--- src/rtl/int_pkg.sv ---
// Shared types and constants for the interrupt/reset sequencer.
// Holds the interrupt type encoding, default vectors and the BRK opcode.
package int_pkg;

    typedef enum logic [2:0] {
        INT_NONE = 3'd0,
        INT_BRK  = 3'd1,
        INT_IRQ  = 3'd2,
        INT_NMI  = 3'd3,
        INT_RST  = 3'd4
    } int_type_e;

    localparam logic [15:0] VEC_NMI_DEF = 16'hFFFA;
    localparam logic [15:0] VEC_RST_DEF = 16'hFFFC;
    localparam logic [15:0] VEC_IRQ_DEF = 16'hFFFE;
    localparam logic [7:0]  OP_BRK      = 8'h00;

    // BRK and an idle/none type both resolve to the IRQ vector.
    function automatic logic [15:0] vec_sel(input int_type_e t,
                                            input logic [15:0] v_nmi,
                                            input logic [15:0] v_rst,
                                            input logic [15:0] v_irq);
        logic [15:0] v;
        v = v_irq;
        if (t == INT_NMI) v = v_nmi;
        if (t == INT_RST) v = v_rst;
        return v;
    endfunction

endpackage

--- src/rtl/nmi_edge_det.sv ---
// NMI falling-edge detector: sample flop plus pending latch, one-cycle latency.
// No backpressure; a set in the same cycle as clr keeps the latch set.
module nmi_edge_det (
    input  logic clk,
    input  logic rst,
    input  logic nmi_n,
    input  logic clr,
    output logic pend
);

    logic nmi_q;

    always_ff @(posedge clk or posedge rst) begin
        if (rst) begin
            nmi_q <= 1'b1;
            pend  <= 1'b0;
        end else begin
            nmi_q <= nmi_n;
            pend  <= (nmi_q & ~nmi_n) | (pend & ~clr);
        end
    end

endmodule

--- src/rtl/int_seq.sv ---
// Interrupt/reset sequencer ahead of the decoder; opcode substitution is combinational, sequence is SEQ_LEN cycles.
// i_ready low freezes the counter; INT_SEQ_HIJACK_EN lets a fresh NMI take over an early IRQ/BRK sequence.
module int_seq
    import int_pkg::*;
#(
    parameter logic [15:0] VEC_NMI = VEC_NMI_DEF,
    parameter logic [15:0] VEC_RST = VEC_RST_DEF,
    parameter logic [15:0] VEC_IRQ = VEC_IRQ_DEF,
    parameter int          SEQ_LEN = 7
) (
    input  logic        i_clk,
    input  logic        i_rst,
    input  logic [7:0]  i_din,
    input  logic        i_sync,
    input  logic        i_ready,
    input  logic        i_nmi_n,
    input  logic        i_irq_n,
    input  logic        i_iflag,
    output logic [7:0]  o_din,
    output logic [2:0]  o_int_type,
    output logic        o_busy,
    output logic [2:0]  o_seq_cnt,
    output logic [15:0] o_vec,
    output logic        o_bflag,
    output logic        o_inh_pc,
    output logic        o_wr_sup
);

    localparam int              CW       = $clog2(SEQ_LEN);
    localparam logic [CW-1:0]   CNT_LAST = CW'(SEQ_LEN - 1);
    localparam logic [1:0]      ST_RST_WAIT = 2'd0;
    localparam logic [1:0]      ST_IDLE     = 2'd1;
    localparam logic [1:0]      ST_SEQ      = 2'd2;

    logic [1:0]    state;
    int_type_e     typ;
    logic [CW-1:0] cnt;
    logic          bflag;
    logic          irq_req;
    logic          nmi_pend;
    logic          nmi_clr;
    logic          decide;
    logic          take_rst;
    logic          take_nmi;
    logic          take_irq;
    logic          take_brk;
    logic          subst;
    logic          hijack;

    nmi_edge_det u_nmi (
        .clk   (i_clk),
        .rst   (i_rst),
        .nmi_n (i_nmi_n),
        .clr   (nmi_clr),
        .pend  (nmi_pend)
    );

    always_comb begin
        decide   = (state == ST_IDLE) && i_sync && i_ready;
        take_rst = (state == ST_RST_WAIT) && i_sync;
        take_nmi = decide && nmi_pend;
        take_irq = decide && !nmi_pend && irq_req;
        take_brk = decide && !nmi_pend && !irq_req && (i_din == OP_BRK);
        subst    = take_rst || take_nmi || take_irq;
`ifdef INT_SEQ_HIJACK_EN
        hijack   = (state == ST_SEQ) && nmi_pend && (cnt <= CW'(4)) &&
                   ((typ == INT_IRQ) || (typ == INT_BRK));
`else
        hijack   = 1'b0;
`endif
        nmi_clr  = take_nmi || hijack;
    end

    assign o_din      = subst ? OP_BRK : i_din;
    assign o_inh_pc   = subst;
    assign o_busy     = (state == ST_SEQ);
    assign o_int_type = typ;
    assign o_seq_cnt  = 3'(cnt);
    assign o_vec      = vec_sel(typ, VEC_NMI, VEC_RST, VEC_IRQ);
    assign o_bflag    = bflag;
    assign o_wr_sup   = (typ == INT_RST);

    always_ff @(posedge i_clk or posedge i_rst) begin
        if (i_rst) begin
            state   <= ST_RST_WAIT;
            typ     <= INT_RST;
            cnt     <= '0;
            bflag   <= 1'b0;
            irq_req <= 1'b0;
        end else begin
            irq_req <= !i_irq_n && !i_iflag;
            case (state)
                ST_RST_WAIT: begin
                    if (take_rst) begin
                        state <= ST_SEQ;
                        cnt   <= '0;
                    end
                end
                ST_IDLE: begin
                    if (take_nmi || take_irq || take_brk) begin
                        state <= ST_SEQ;
                        cnt   <= '0;
                        typ   <= take_nmi ? INT_NMI : (take_irq ? INT_IRQ : INT_BRK);
                        bflag <= take_brk;
                    end
                end
                ST_SEQ: begin
                    // bflag is left alone so a hijacked BRK still pushes B=1
                    if (hijack) typ <= INT_NMI;
                    if (i_ready) begin
                        if (cnt == CNT_LAST) begin
                            state <= ST_IDLE;
                            cnt   <= '0;
                            typ   <= INT_NONE;
                            bflag <= 1'b0;
                        end else begin
                            cnt <= cnt + 1'b1;
                        end
                    end
                end
                default: state <= ST_IDLE;
            endcase
        end
    end

endmodule

--- config.mk ---
export PLATFORM = sky130hd
export DESIGN_NAME = int_seq
export DESIGN_NICKNAME = d
export VERILOG_FILES = /design/src/rtl/int_pkg.sv /design/src/rtl/nmi_edge_det.sv /design/src/rtl/int_seq.sv
export SDC_FILE = /design/constraint.sdc
export NUM_CORES = 1
export LEC_CHECK = 0
export CAP_MARGIN = 5
export CORE_UTILIZATION = 37
export DETAILED_ROUTE_END_ITERATION = 12
export PLACE_DENSITY_LB_ADDON = 0.15
export SLEW_MARGIN = 10
export SYNTH_ARGS = -nofsm -noshare
export SYNTH_HDL_FRONTEND = slang
export SYNTH_HIERARCHICAL = 1
export SYNTH_SLANG_ARGS = --single-unit
--- constraint.sdc ---
create_clock -name i_clk -period 2.1 [get_ports i_clk]
set_input_delay 0.21 -clock i_clk [delete_from_list [all_inputs] [get_ports i_clk]]
set_output_delay 0.21 -clock i_clk [all_outputs]
set_load 0.01 [all_outputs]
Word-level counts from Yosys, hierarchy flattened
Cells that the tools add are included.

storage, ports and cells
  memories kept = 0
  output and inout port bits = 34
  logic and storage cells = 69
  latch bits = 0
  memory bits (writable) = 0
  bits in registers = 12
  ROM bits = 0

cells by class
  multipliers = 0
  add/subtract/negate cells = 1
  reductions and logical operators = 24
  bitwise gates (word level) = 5
  shift-type cells = 0
  equality and inequality tests = 9
  divide/modulo/power cells = 0
  magnitude comparators = 0
  mux-type cells = 23

operator list
  operator                                             number
  two-way mux 3 bit                                    8
  two-way mux 16 bit                                   1
  two-way mux 2 bit                                    6
  AND reduction 4 bit                                  3
  logical AND 1 bit                                    9
  case mux 3 bit (3 select lines)                      1
  logical NOT 8 bit                                    1
  two-way mux 8 bit                                    1
  equality test 3 bit, second input constant           2
  case mux 2 bit (3 select lines)                      1
  case mux 3 bit (2 select lines)                      1
  logical NOT 1 bit                                    4
  logical OR 1 bit                                     4
  != test 2 x 1 -> 1 bit, second input constant        2
  != test 2 bit, second input constant                 2
  adder 3 x 1 -> 3 bit, second input constant          1
  equality test 3 x 2 -> 1 bit, second input constant  1
  two-way mux 1 bit                                    3
  nonzero test 3 bit                                   1
  AND 1 bit                                            2
  equality test 2 x 1 -> 1 bit, second input constant  1
  equality test 2 bit, second input constant           1
  logical NOT 2 bit                                    1
  inverter 1 bit                                       2
  other kinds (3)                                      3

Longest topological paths before layout
  depth in word-level cells = 9
  mapped depth = 6

Modules after synthesis
The synthesis kept the hierarchy.

modules (own cells, without submodules)
  module        cells an instance  sequential area each (um^2)  times used  area an instance (um^2)
  int_seq       88                 251.5                        1           768.2
  nmi_edge_det  6                  51.3                         1           75.1

Worst setup path before layout
No wires, ideal clock.

  path type = register to register
  start = register state[1]
  end = register typ[0] (netlist: o_int_type[0])
  arrival time = 1460 ps
  cell stages (with the launch flop) = 6
  setup slack = 512 ps
  setup time = 128 ps
  data required time = 1972 ps
  cells stage by stage = dfrtp_1 buf_2 and4b_2 nand4b_4 a21oi_2 mux2_1

between the ends
  longest elaborated chain between the ends = 9
  elaborated cells on any way between the ends = 20

ends and longest elaborated chain
  item                                                                           RTL line                        RTL
  start, declared                                                                int_seq.sv:35                   logic [1:0] state;
  start signal, assigned                                                         int_seq.sv:85                   state <= ST_RST_WAIT;
  start signal, assigned                                                         int_seq.sv:95                   state <= ST_SEQ;
  start signal, assigned                                                         int_seq.sv:101                  state <= ST_SEQ;
  equality test 2 x 1 -> 1 bit                                                   int_seq.sv:59, int_seq.sv:92
  logical AND 1 bit (2 in a row)                                                 int_seq.sv:59                   decide = (state == ST_IDLE) && i_sync && i_ready;
  logical AND 1 bit                                                              int_seq.sv:62, int_seq.sv:63
  logical AND 1 bit (on tied branches)                                           int_seq.sv:62, int_seq.sv:63
  two-way mux 2 bit (tied with other cells)                                      int_seq.sv:103                  typ <= take_nmi ? INT_NMI : (take_irq ? INT_IRQ : INT_BRK);
  two-way mux 2 bit / logical OR 1 bit (equally long branches)                   int_seq.sv:103, int_seq.sv:100
  two-way mux 3 bit / != test 2 x 1 -> 1 bit (equally long branches)             n/a
  case mux 3 bit (2 select lines) / AND reduction 4 bit (equally long branches)  n/a
  end signal, assigned                                                           int_seq.sv:103
  end, declared                                                                  int_seq.sv:36                   int_type_e typ;

Parallel ways exist; a longest one is shown, timed or not. The select of a mux whose other input is x is not followed.
A chain may end at the register's enable or synchronous reset.

Worst setup path in the final report
  start = register state[1]
  end = output o_inh_pc

between the ends
  longest elaborated chain between the ends = 6
  elaborated cells on any way between the ends = 10

ends and longest elaborated chain
  item                                                          RTL line                      RTL
  equality test 2 x 1 -> 1 bit                                  int_seq.sv:59
  logical AND 1 bit (2 in a row)                                int_seq.sv:59
  logical AND 1 bit (on tied branches)                          int_seq.sv:61, int_seq.sv:62
  logical OR 1 bit / logical AND 1 bit (equally long branches)  int_seq.sv:64, int_seq.sv:62
  logical OR 1 bit (*)                                          int_seq.sv:64                 subst = take_rst || take_nmi || take_irq;
  end, declared                                                 int_seq.sv:25                 output logic o_inh_pc,

Every way passes the cells marked *; elsewhere a longest branch is shown, timed or not.

==> flow_summary_export.csv <==
group,metric,value,unit
synthesis,synthXorXnorAreaFrac,0,
grt,grt_use_met3,0.0463,
synthesis,synthFlopType,"dfrtp_1",
critical_path,critPathLaunchType,"flip-flop",
timing,hold_viol,0,
synthesis,synthDistinctLibCells,36,
grt,grt_util_met2,0.270,
final_layout,finalNetCount,147,
hold_path,min_path_type,"in -> async",
grt,antenna_found_initial,0,
clock_tree,cts_buffers,3,
critical_path,worstPathRequired,1.89,ns
grt,grtUsageMet1,0.201,
routing,drtIter0Drc,14,
pwr,switching_share,0.384,
synthesis,synth_common_cells,"14 x buf_4, 10 x dfrtp_1, 9 x nor2b_1",
timing,final-setup-viol-count,0,
synthesis,yosysMostFrequentCell,"buf_4",
grt,grt_overflow,0,
pwr,switching_power,0.395,mW
pwr,p_per_area,867,mW/mm2
synthesis,synth_area,843,um2
routing,num_vias,763,
final_layout,final_util,0.581,
grt,grt_max_degree,11,
pwr,power,1.03,mW
timing,report.final.slew_viol_count,0,
synthesis,synth_area_leaders,"dfrtp_1 30%, buf_4 12%, nor2b_1 6.7%",
die,dieArea,0.00247,mm2
synthesis,async_flop_share,1.00,
routing,drc,0,
routing,routed_wl,1.78,mm
pwr,p_seq_frac,0.362,
pwr,p_leak,0.590,nW
flow_run,cap_violations,0,
die,start_util,0.413,
final_layout,fill_cells,189,
final_layout,fin_cells,158,
clock_tree,clk_latency,0.28,ns
clock_tree,cts_setup_buffers,0,
placement,port_buffers,34,
synthesis,synth_top_area_frac,0.297,
timing,fin_tns_setup,0,ns
final_layout,final_area,0.00119,mm2
grt,grtUsageTotal,0.167,
synthesis,synth_top_area_cell,"dfrtp_1",
die,fp.dieW,49.7,um
critical_path,worst_setup_path_end_kind,"primary output",
run_status,status,"finished, final reports clean",
pwr,clockPowerShare,0.149,
synthesis,muxShareOfSynthArea,0.0267,
synthesis,synth-seq-cells,12,
timing,fmax,511,MHz
critical_path,crit_path_max_fanout,10,
clock_tree,clockRootBuffer,"clkbuf_4",
timing,grt_setup_unrepaired,"no",
synthesis,synth_compound_area_frac,0.168,
synthesis,syn_area_per_cell,8.97,um2
clock_tree,htreeDepth,1,
final_layout,diodes,0,
clock_tree,path_clk_slew,0.08,ns
timing,post-route-min-period,1.96,ns
die,die_h,49.7,um
clock_tree,clock_sinks,12,
final_layout,drive_gt1_frac,0.122,
synthesis,synth_edf_count,0,
critical_path,setup.worst_path.class,"reg -> out",
die,io_pins,49,
final_layout,seq_area,303,um2
routing,first_pass_iters,4,
final_layout,multi_input_comb_area,448,um2
pwr,combPwrFrac,0.489,
pwr,p_int,0.634,mW
placement,gp_congestion,0.774,
synthesis,syn-instance-count,94,
clock_tree,cts_tree,"done",
routing,vias_per_cell,4.83,
routing,post_drt_wl_per_cell,11.3,um
critical_path,critPathArrivalTime,1.75,ns
synthesis,synthAdderAreaFrac,0,
placement,hpwl,1.40,mm
synthesis,yosys.area_share.simple,0.272,
placement,place_inst,154,
grt,grt_pass1_wl,3.07,mm
routing,ant_nets,0,
timing,finalCritPeriodShare,0.931,
placement,dpl-instance-area,0.00117,mm2
timing,fin_worst_skew,0.00471,ns
synthesis,seq_area_frac_synth,0.359,
synthesis,synth_top_family_by_area,"simple AND/OR/NAND/NOR gates",
grt,top_usage_layer,"met2",
clock_tree,clock_path_buffers,2,
final_layout,area_growth,40.7,%
pwr,vdd_ir_drop_max,0.614,mV
die,std_cell_rows,16,
synthesis,ys_warn_count,6,
grt,grt_pass1_vias,707,
die,core-area,0.00204,mm2
sequential cells by signal, indices dropped and copies added (netlist names):
register     flops
o_int_type       3
o_seq_cnt        3
state            2
irq_req          1
o_bflag          1
u_nmi/nmi_q      1
u_nmi/pend       1
layout make-up:
class	count	share of cell area
multi-input combinational	71	0.378
timing repair buffer	36	0.291
inverter	8	0.0253
clock buffer	4	0.0222
sequential	12	0.255
tap	27	0.0285
kinds of logic (layout without fill, tap and decap cells):
kind of cell | count (synthesis) | count (layout)
buf+inv | 23 | 48
flops | 12 | 12
compound gates | 19 | 19
simple gates | 36 | 36
mux | 2 | 2
other cells | 2 | 14
power by group through the flow:
stage                     registers [mW]  clock network [mW]  logic [mW]
after floorplan                    0.364                   0       0.295
after global placement             0.371                   0       0.515
after detailed placement           0.375                   0       0.521
after CTS                          0.372               0.156       0.508
after global routing               0.383               0.168       0.557
final                              0.372               0.153       0.503
critical path: stages, from the launching register on:
cell and delay, ns:
dfrtp_1 0.48, nand2b_1 0.18, a21oi_1 0.11, buf_4 0.17
clkdlybuf4s50_1 0.54
cells in the final DEF, fill, tap and decap left out, types with 2 or more instances in the layout:
cell type,instances
a21oi_1,3
a31oi_1,3
buf_4,2
clkbuf_4,3
clkdlybuf4s50_1,26
conb_1,14
dfrtp_1,10
dfstp_2,2
dlygate4sd2_1,8
inv_1,7
mux2_1,2
nand2_1,6
nand2b_1,3
nand3_1,2
nor2_1,7
nor2b_1,9
nor4_2,2
worst paths after layout:
kind | from | end | slack [ns] | depth (start not counted)
worst max-delay path | state[1]$_DFFE_PP0P_ | o_inh_pc | 0.14 | 4
worst min-delay path | i_rst | u_nmi/pend$_DFF_PP0_ | 0.11 | 2
worst max register to register | state[1]$_DFFE_PP0P_ | o_int_type[0]$_DFFE_PP0P_ | 0.40 | 4
worst min register to register | o_int_type[2]$_DFFE_PP1P_ | o_int_type[2]$_DFFE_PP1P_ | 0.51 | 1
max in group asynchronous | i_rst | o_int_type[2]$_DFFE_PP1P_ | 1.55 | 2
min in group i_clk | i_nmi_n | u_nmi/nmi_q$_DFF_PP1_ | 0.40 | 1
per-stage QoR:
stage | worst slack, ns | hold slack (ns)
after global routing | 0.0285 | 0.123
after floorplan | 0.512 | -0.0495
after global placement | 0.219 | 0.396
after CTS | 0.144 | 0.120
after detailed placement | 0.184 | 0.411
final | 0.144 | 0.113
metal layers:
metal  vias to the layer above  wire, um
li1                        369         -
met1                       346       798
met2                        44       773
met3                         4       167
met4                         0        42
met5                         -         0
repair_timing:
| item | 4_1_cts | 5_1_grt |
|---|---|---|
| gates resized for setup | 9 | 0 |
| hold buffers | 0 | 0 |
| endpoints found under the setup margin | 8 | 0 |
Note: power is estimated with default switching activity, not from simulation.
